File: src/rtl/sevenseg_hex_counter.sv
// Hex digit source for the seven-segment decoder: a debounced push-button step
// or a prescaled auto-tick advances the digit up or down, with parallel load and a wrap pulse.
module sevenseg_hex_counter #(
  parameter int PRESCALE_W      = 10,
  parameter int DEBOUNCE_CYCLES = 4
) (
  input  logic       clock,
  input  logic       reset_n,
  input  logic       btn_step,
  input  logic       dir,
  input  logic       run,
  input  logic       load,
  input  logic [3:0] load_val,
  output logic [3:0] digit,
  output logic       wrap
);

  localparam int CNT_W = $clog2(DEBOUNCE_CYCLES + 1);
  localparam logic [CNT_W-1:0]      CNT_ONE    = CNT_W'(1);
  localparam logic [CNT_W-1:0]      CNT_LAST   = CNT_W'(DEBOUNCE_CYCLES - 1);
  localparam logic [PRESCALE_W-1:0] PRESC_ONE  = PRESCALE_W'(1);
  localparam logic [PRESCALE_W-1:0] PRESC_MAX  = '1;

  typedef enum logic [1:0] {
    S_LOW  = 2'd0,
    S_RISE = 2'd1,
    S_HIGH = 2'd2,
    S_FALL = 2'd3
  } deb_state_t;

  logic [1:0]            sync_reg;
  deb_state_t            state_reg;
  logic [CNT_W-1:0]      cnt_reg;
  logic                  step_pulse_reg;
  logic [PRESCALE_W-1:0] presc_reg;
  logic [3:0]            digit_reg;
  logic                  wrap_reg;

  logic s;
  logic tick;
  logic advance;

  // Two-flop synchronizer; sync_reg[1] is the only view of the raw button.
  always_ff @(posedge clock) begin
    if (!reset_n) begin
      sync_reg <= 2'b00;
    end else begin
      sync_reg <= {sync_reg[0], btn_step};
    end
  end

  assign s = sync_reg[1];

  // Debounce: a level change is accepted only after DEBOUNCE_CYCLES equal samples;
  // only an accepted rising level emits a step, so a held button never repeats.
  always_ff @(posedge clock) begin
    if (!reset_n) begin
      state_reg      <= S_LOW;
      cnt_reg        <= '0;
      step_pulse_reg <= 1'b0;
    end else begin
      step_pulse_reg <= 1'b0;
      case (state_reg)
        S_LOW: begin
          if (s) begin
            state_reg <= S_RISE;
            cnt_reg   <= CNT_ONE;
          end
        end
        S_RISE: begin
          if (!s) begin
            state_reg <= S_LOW;
          end else if (cnt_reg == CNT_LAST) begin
            state_reg      <= S_HIGH;
            step_pulse_reg <= 1'b1;
          end else begin
            cnt_reg <= cnt_reg + CNT_ONE;
          end
        end
        S_HIGH: begin
          if (!s) begin
            state_reg <= S_FALL;
            cnt_reg   <= CNT_ONE;
          end
        end
        S_FALL: begin
          if (s) begin
            state_reg <= S_HIGH;
          end else if (cnt_reg == CNT_LAST) begin
            state_reg <= S_LOW;
          end else begin
            cnt_reg <= cnt_reg + CNT_ONE;
          end
        end
        default: begin
          state_reg <= S_LOW;
          cnt_reg   <= '0;
        end
      endcase
    end
  end

  assign tick    = run && (presc_reg == PRESC_MAX);
  assign advance = step_pulse_reg || tick;

  // Load wins over any advance and restarts the prescaler phase.
  always_ff @(posedge clock) begin
    if (!reset_n) begin
      presc_reg <= '0;
      digit_reg <= 4'h0;
      wrap_reg  <= 1'b0;
    end else if (load) begin
      presc_reg <= '0;
      digit_reg <= load_val;
      wrap_reg  <= 1'b0;
    end else begin
      presc_reg <= run ? (presc_reg + PRESC_ONE) : '0;
      if (advance) begin
        if (dir) begin
          digit_reg <= digit_reg + 4'd1;
          wrap_reg  <= (digit_reg == 4'hF);
        end else begin
          digit_reg <= digit_reg - 4'd1;
          wrap_reg  <= (digit_reg == 4'h0);
        end
      end else begin
        wrap_reg <= 1'b0;
      end
    end
  end

  assign digit = digit_reg;
  assign wrap  = wrap_reg;

endmodule

File: config.mk
export PLATFORM = sky130hd
export DESIGN_NAME = sevenseg_hex_counter
export DESIGN_NICKNAME = d
export VERILOG_FILES = /design/src/rtl/sevenseg_hex_counter.sv
export SDC_FILE = /design/constraint.sdc
export NUM_CORES = 1
export LEC_CHECK = 0
export CORE_ASPECT_RATIO = 0.8
export CORE_MARGIN = 2
export CORE_UTILIZATION = 56
export DETAILED_ROUTE_END_ITERATION = 10
export GPL_TIMING_DRIVEN = 0
export HOLD_SLACK_MARGIN = 0.03
export PLACE_DENSITY = 0.79
export SYNTH_ARGS = -nofsm -noshare
export SYNTH_HDL_FRONTEND = slang
export SYNTH_SLANG_ARGS = --single-unit
export TNS_END_PERCENT = 100
File: constraint.sdc
create_clock -name clock -period 2.23 [get_ports clock]
set_input_delay 0.3345 -clock clock [delete_from_list [all_inputs] [get_ports clock]]
set_output_delay 0.3345 -clock clock [all_outputs]
set_load 0.03 [all_outputs]
# Word level (Yosys, flattened, before mapping)
# Cells that the tools add are included.
[word_totals]
register_bits = 23
in_bits = 10
out_inout_bits = 5
wordCells = 54
[classes]
n_addsub = 4
n_eq_ne = 12
n_mux = 18
bitwise = 3
reduce_logical = 10
[ops]
columns = ["cell", "n"]
rows = [
  ["2-to-1 mux 3 bit", 5],
  ["2-to-1 mux 2 bit", 6],
  ["2-to-1 mux 4 bit", 3],
  ["case mux 3 bit (4 select lines)", 1],
  ["adder 10 x 1 -> 10 bit (second input constant)", 1],
  ["equality test 10 bit (second input constant)", 1],
  ["inequality test 2 bit (second input constant)", 4],
  ["case mux 2 bit (4 select lines)", 1],
  ["AND reduction 4 bit", 2],
  ["inequality test 3 bit (second input constant)", 2],
  ["OR reduction 3 bit", 2],
  ["adder 4 x 1 -> 4 bit (second input constant)", 1],
  ["equality test 2 bit (second input constant)", 2],
  ["equality test 4 bit (second input constant)", 1],
  ["logical NOT 4 bit", 1],
  ["subtractor 4 x 1 -> 4 bit (second input constant)", 1],
  ["adder 3 x 1 -> 3 bit (second input constant)", 1],
  ["equality test 3 x 2 -> 1 bit (second input constant)", 1],
  ["NOT 1 bit", 3],
  ["AND reduction 3 bit", 1],
  ["equality test 2 x 1 -> 1 bit (second input constant)", 1],
  ["logical NOT 2 bit", 1],
  ["2-to-1 mux 1 bit", 2],
  ["nonzero test 2 bit", 1],
  ["other kinds (2)", 2],
]

# Depth between registers and ports, before layout
# Gate-level depths: netlist (run 1).
[depth]
ltp_word = 5
depth_mapped = 6
ltp_nobuf = 6

# Worst setup path before layout (run 1)
# Ideal clock, no wire load.
[synth_timing]
kind = "flip-flop to flip-flop"
from = "register digit_reg[2], in the netlist digit[2]"
to = "register digit_reg[3], in the netlist digit[3]"
setup_ns = 0.118
arrival_time_ns = 1.524
required_time_ns = 2.112
path_slack_ns = 0.588
stages_incl_launch_ff = 6
path_buffers = 0
period_less_slack_ns = 1.642
cell_sequence = "dfxtp_1 > ha_1 > a21oi_1 > a21oi_1 > o21a_1 > o2111a_1"
[synth_between]
elab_chain_cells = 4
word_cells_on_any_way = 5
classes_between = "add/sub (2); mux (3)"
[synth_lines]
columns = ["element", "line_no", "source"]
rows = [
  ["from (decl)", "36", "logic [3:0] digit_reg;"],
  ["from (signal assigned)", "114", "digit_reg <= load_val;"],
  ["from (signal assigned)", "120", "digit_reg <= digit_reg + 4'd1;"],
  ["from (signal assigned)", "123", "digit_reg <= digit_reg - 4'd1;"],
  ["subtractor 4 x 1 -> 4 bit / adder 4 x 1 -> 4 bit (equally long branches)", "123, 120", ""],
  ["2-to-1 mux 4 bit (*)", "119", "if (dir) begin"],
  ["2-to-1 mux 4 bit (*)", "118", "if (advance) begin"],
  ["2-to-1 mux 4 bit (*)", "112", "end else if (load) begin"],
]
# Mark *: on every way between the ends. The rest lies on a longest branch, timed or not. The select of a mux whose other input is x is not followed.
# A chain may end at the register's enable or synchronous reset.

# Final worst setup path (run 1)
[layout_timing]
from = "register digit_reg[0], in the netlist digit[0]"
to = "output digit[0]"
[layout_rtl]
columns = ["element", "line_no", "source"]
rows = [
  ["to (decl)", "14", "output logic [3:0] digit,"],
]
# No word-level cell between the ends.

==> flow_metrics.tcl, run 1 <==
set metrics [dict create \
    synthTopCellsByArea "dfxtp_1 (43%), ha_1 (5.8%), xor2_1 (5.7%), nand2_1 (4.9%), nor2_1 (4.6%)" \
    area.growth.synth_to_final_pct 17.43 \
    synth_nets 132 \
    grt_max_degree 13 \
    relSlewSlack_pct 67.77 \
    maxCapViolCount 0 \
    rows 14 \
    fmax_mhz 549.8 \
    htree_levels 1 \
    antenna_found_initial 0 \
    post-synth-top-area-cell "dfxtp_1" \
    drc 0 \
    crit_family "buffers and inverters" \
    die_w_um 52.87 \
    synth.distinct_cells 29 \
    period_needed_ns 1.819 \
    worst-path-buf-inv 1 \
    setup_violations 0 \
    cts_setup_buffers 0 \
    final_cell_area_um2 1256 \
    grt.overflow.total 0 \
    drt_iter0_markers 17 \
    powerDensity_nw_per_um2 549.9 \
    routedWlPerCell_um 11.48 \
    die_area_um2 2278 \
    routed_wl_um 1803 \
    rsz0062_at_grt "no" \
    fin_crit_sh_pct 81.56 \
    p_leak_nw 0.5112 \
    pin_count 15 \
    hold_class "in -> reg" \
    clk_latency_ns 0.30 \
    routabilityCongestion 0.7534 \
    stdcell_count 157 \
    yosys_register_bits 23 \
    path_clk_slew_ns 0.11 \
    synth_cells 116 \
    cp.arrival_ns 1.48 \
    clock_sinks 23 \
    num_vias 832 \
    cts-buffers-inserted 3 \
    drt-vias-per-instance 5.299 \
    critPathCaptureType "primary output" \
    nets 150 \
    drive_above_1_share_pct 7.519 \
    crit_path_max_incr_delay_ns 0.72 \
    drtAntennaViolNets 0 \
    crit_slowest_cell "clkdlybuf4s50_1" \
    required_ns 1.90 \
    netlist_area_um2 1070 \
    dieHeight_um 43.10 \
    diodes 0 \
    cts_resized 0 \
    path_max_fanout 6 \
    clockBufferDepth 2 \
    slew_violations 0 \
    cts_tree "done" \
    syn_avg_cell_area_um2 9.222 \
    path_class "reg -> out" \
    grt_pass1_wl_um 3263 \
    gr-usage-all-layers_pct 19.31 \
    cts_hold_buf 0 \
    yosysTopAreaCellShare_pct 43.04 \
    yosys_warnings 0 \
    finClkSkew_ns 0.008803 \
    largest_reg_flops 10 \
    grt_pass1_vias 805 \
    worstMarginPinSlew_ns 0.4819 \
    drt-pass1-iter-count 4 \
    ys_seq_area_share_pct 43.04 \
    dpl.cell_count 153 \
    startpoint_type "register" \
    io_buffers 13 \
    start_util_pct 58.16 \
    outcome "finished clean" \
    cp_cell_sequence "clkdlybuf4s50_1" \
    ir_worst_vdd_mv 0.5778 \
    dp_hpwl_um 1452 \
    core_um2 1839 \
    tns_ns 0 \
    hold_viol 0 \
    clockRootBuffer "clkbuf_4" \
    placed_cell_area_um2 1230 \
]
==> cell type report <==
cell class	instances	area, um^2
multi-input cells	87	586.8
fillers	158	583.1
plain buffers	1	3.754
inverters	5	18.77
well taps	24	30.03
clock buffers	4	26.28
repair buffers	13	130.1
flip-flops and latches	23	460.4
==> Yosys cell counts, drive strengths merged <==
library cell,count
o41ai,1
o2111a,1
o2111ai,1
nand2b,1
inv,5
xnor2,4
or2,1
xor2,7
nand4,4
nand2,15
nand4b,1
a21oi,6
nand3,7
and2,3
clkbuf,1
and3,5
mux2i,3
o21a,1
ha,5
nor2,13
fa,1
nor4,1
nor3,2
o21ai,4
dfxtp,23
==> logic make-up (layout without fill, tap and decap cells) <==
logic type / count (synthesis) / count (layout) / synth area share, %
buffers and inverters: 6 / 23 / 2.105
muxes: 3 / 3 / 2.807
adders and majority gates: 6 / 6 / 7.719
and+or+nand+nor: 53 / 53 / 25.50
AOI/OAI and AO/OA: 14 / 14 / 9.825
xor gates and xnor gates: 11 / 11 / 9.006
DFF: 23 / 23 / 43.04
==> metrics by stage <==
stage | power [mW] | setup slack (ns) | util (%) | hold WS [ns]
2_1_floorplan | 0.4809 | 0.5880 | - | 0.4119
3_3_place_gp | 0.5120 | 0.1567 | 66.87 | 0.4146
3_5_place_dp | 0.5146 | 0.1359 | 66.87 | 0.4265
4_1_cts | 0.6957 | 0.3981 | 68.30 | 0.3847
5_1_grt | 0.7295 | 0.3176 | 68.30 | 0.4015
6_report | 0.6908 | 0.4113 | 68.30 | 0.3844
==> path summary, 6_finish.rpt <==
path                            from                         to  slack [ns]  cells past startpoint
min reg2reg   sync_reg[0]$_SDFF_PN0_     sync_reg[1]$_SDFF_PN0_        0.45                      1
max            digit[0]$_SDFFE_PN0P_                   digit[0]        0.41                      1
max reg2reg  presc_reg[0]$_SDFF_PP0_      digit[3]$_SDFFE_PN0P_        0.53                      5
min                          reset_n  step_pulse_reg$_SDFF_PN0_        0.38                      3
==> layer usage <==
metal	vias to the layer above	global-route usage, %	routed length, um
li1	432	-	-
met1	382	24.07	809
met2	16	32.75	900
met3	2	7.394	85
met4	0	1.538	8
met5	-	0	0
==> power breakdown <==
part / leakage, nW / internal [mW] / switching (mW)
clock: 0.0150 / 0.0697 / 0.116
combinational: 0.309 / 0.0372 / 0.0382
sequential: 0.187 / 0.420 / 0.0102
==> cell usage in the layout, fill, tap and decap left out, drive strengths merged <==
cell           synthesis  layout
and2                   3       3
or2                    1       1
xnor2                  4       4
o2111ai                1       1
o41ai                  1       1
dfxtp                 23      23
fa                     1       1
inv                    5       5
o21a                   1       1
xor2                   7       7
nand2b                 1       1
nor2                  13      13
ha                     5       5
a21oi                  6       6
nor4                   1       1
nand2                 15      15
nand4b                 1       1
clkbuf                 1       5
and3                   5       5
nor3                   2       2
nand4                  4       4
nand3                  7       7
o21ai                  4       4
mux2i                  3       3
o2111a                 1       1
clkdlybuf4s50          0      13
(Power assumes the default switching activity.)
==> inputs of run 2 (changes only) <==
- CORE_UTILIZATION: 56 -> 52
- PLACE_DENSITY: 0.79 -> 0.74
- clock period: 2.23 -> 1.75 ns (I/O delays scaled with it)
==> flow_metrics.tcl, run 2 (same netlist as run 1, synthesis figures left out) <==
set metrics [dict create \
    outcome "finished clean" \
    core_um2 1909 \
    routedWlPerCell_um 12.11 \
    drt-pass1-iter-count 4 \
    relSlewSlack_pct 66.93 \
    io_buffers 13 \
    r2r_cells 4 \
    drtAntennaViolNets 0 \
    final_common_cell "dfxtp_1" \
    met2_usage_pct 29.52 \
    cts-buffers-inserted 3 \
    grt.overflow.total 0 \
    regArea_um2 460.4 \
    drc 0 \
    ir_worst_vdd_mv 0.6392 \
    path_clk_slew_ns 0.12 \
    placed_cell_area_um2 1230 \
    routabilityCongestion 0.7251 \
    grt_max_degree 14 \
    cp.arrival_ns 1.89 \
    pre_cts_slack_ns -0.3186 \
    hold_class "in -> reg" \
    layout_common_cells "dfxtp_1 (23), nand2_1 (14), nor2_1 (13), clkdlybuf4s50_1 (9), xor2_1 (7)" \
    tns_ns 0 \
    grt_pass1_vias 784 \
    cts_tree "done" \
    crit_slowest_cell "clkdlybuf4s50_1" \
    cp_cell_sequence "clkdlybuf4s50_1 -> inv_1 -> ha_4 -> nand3_1 -> and3_1 -> o21a_1 -> o2111a_1" \
    clockRootBuffer "clkbuf_4" \
    whs_path_depth 3 \
    dp_hpwl_um 1443 \
    grt_pass1_wl_um 3208 \
    area.growth.synth_to_final_pct 19.65 \
    die_area_um2 2438 \
    antenna_found_initial 0 \
    rows 14 \
    start_util_pct 56.03 \
    path_class "in -> reg" \
    clk_latency_ns 0.31 \
    cts_setup_buffers 0 \
    powerDensity_nw_per_um2 698.4 \
    drive_above_1_share_pct 9.774 \
    period_needed_ns 1.681 \
    p_leak_nw 0.5619 \
    clock_sinks 23 \
    worstMarginPinSlew_ns 0.4943 \
    cts_hold_buf 0 \
    num_vias 825 \
    die_w_um 54.71 \
    dpl.cell_count 153 \
    finClkSkew_ns 0.006972 \
    dieHeight_um 44.57 \
    met1_usage_pct 24.10 \
    fin_crit_sh_pct 96.05 \
    routed_wl_um 1901 \
    nets 150 \
    hold_viol 0 \
    diodes 0 \
    maxCapViolCount 0 \
    stdcell_count 157 \
    setup_violations 0 \
    multi_input_area_um2 603.1 \
    setup_ws_ns 0.06913 \
    crit_path_max_incr_delay_ns 0.45 \
    grt_use_met3_pct 7.095 \
    fin_util_pct 67.04 \
    nFillCells 173 \
    pin_count 15 \
    startpoint_type "input pin" \
    top_usage_layer "met2" \
    fmax_mhz 594.9 \
    clockBufferDepth 2 \
    htree_levels 1 \
    final_cell_area_um2 1280 \
    gr-usage-all-layers_pct 18.80 \
    rsz0062_at_grt "no" \
    largest_reg_flops 10 \
    drt_iter0_markers 25 \
    slew_violations 0 \
    critPathCaptureType "register" \
    required_ns 1.96 \
    path_max_fanout 7 \
    drt-vias-per-instance 5.255 \
]
## run 2: layout make-up
cell class              count  share of cell area (%)
multi-input cells          87                   47.12
flip-flops and latches     23                   35.97
plain buffers               1                  0.2933
well taps                  24                   2.346
repair buffers             13                   10.65
inverters                   5                   1.466
clock inverters             1                  0.3910
clock buffers               3                   1.760
## run 2: path summary, 6_finish.rpt
kind | startpoint | endpoint | slack (ns)
setup / recovery | dir | digit[3]$_SDFFE_PN0P_ | 0.07
hold / removal | reset_n | step_pulse_reg$_SDFF_PN0_ | 0.30
setup reg to reg | presc_reg[2]$_SDFF_PP0_ | digit[3]$_SDFFE_PN0P_ | 0.16
hold reg to reg | presc_reg[0]$_SDFF_PP0_ | presc_reg[0]$_SDFF_PP0_ | 0.45
## run 2: timing repair
item / in CTS / in global routing
pin swaps: 0 / 1
gates cloned: 0 / 0
endpoints found under the setup margin: 1 / 5
resized for setup: 1 / 5
## run 2: metrics by stage
step	hold slack, ns	total power, mW
floorplan	0.3898	0.6128
global placement	0.4167	0.6552
detailed placement	0.4203	0.6593
CTS	0.2935	0.9000
global route	0.3111	0.9409
finish	0.3040	0.8940
## run 2: report_power, final
part | internal (mW) | leakage, nW | switching, mW
Combinational | 0.0499 | 0.357 | 0.0532
Clock | 0.0854 | 0.0177 | 0.157
Sequential | 0.535 | 0.187 | 0.0135
Total | 0.670 | 0.562 | 0.224
## run 2: layer usage
layer | wire (um) | up-vias
li1 | - | 434
met1 | 964 | 378
met2 | 859 | 11
met3 | 63 | 2
met4 | 13 | 0
met5 | 0 | -
## run 2: critical path, delay by kind of cell
kind / cells / cell delay [ns]
buffers and inverters: 2 / 0.58
AND/OR/NAND/NOR: 2 / 0.33
adder cells (fa/ha/maj): 1 / 0.32
AO/OA/AOI/OAI: 2 / 0.40
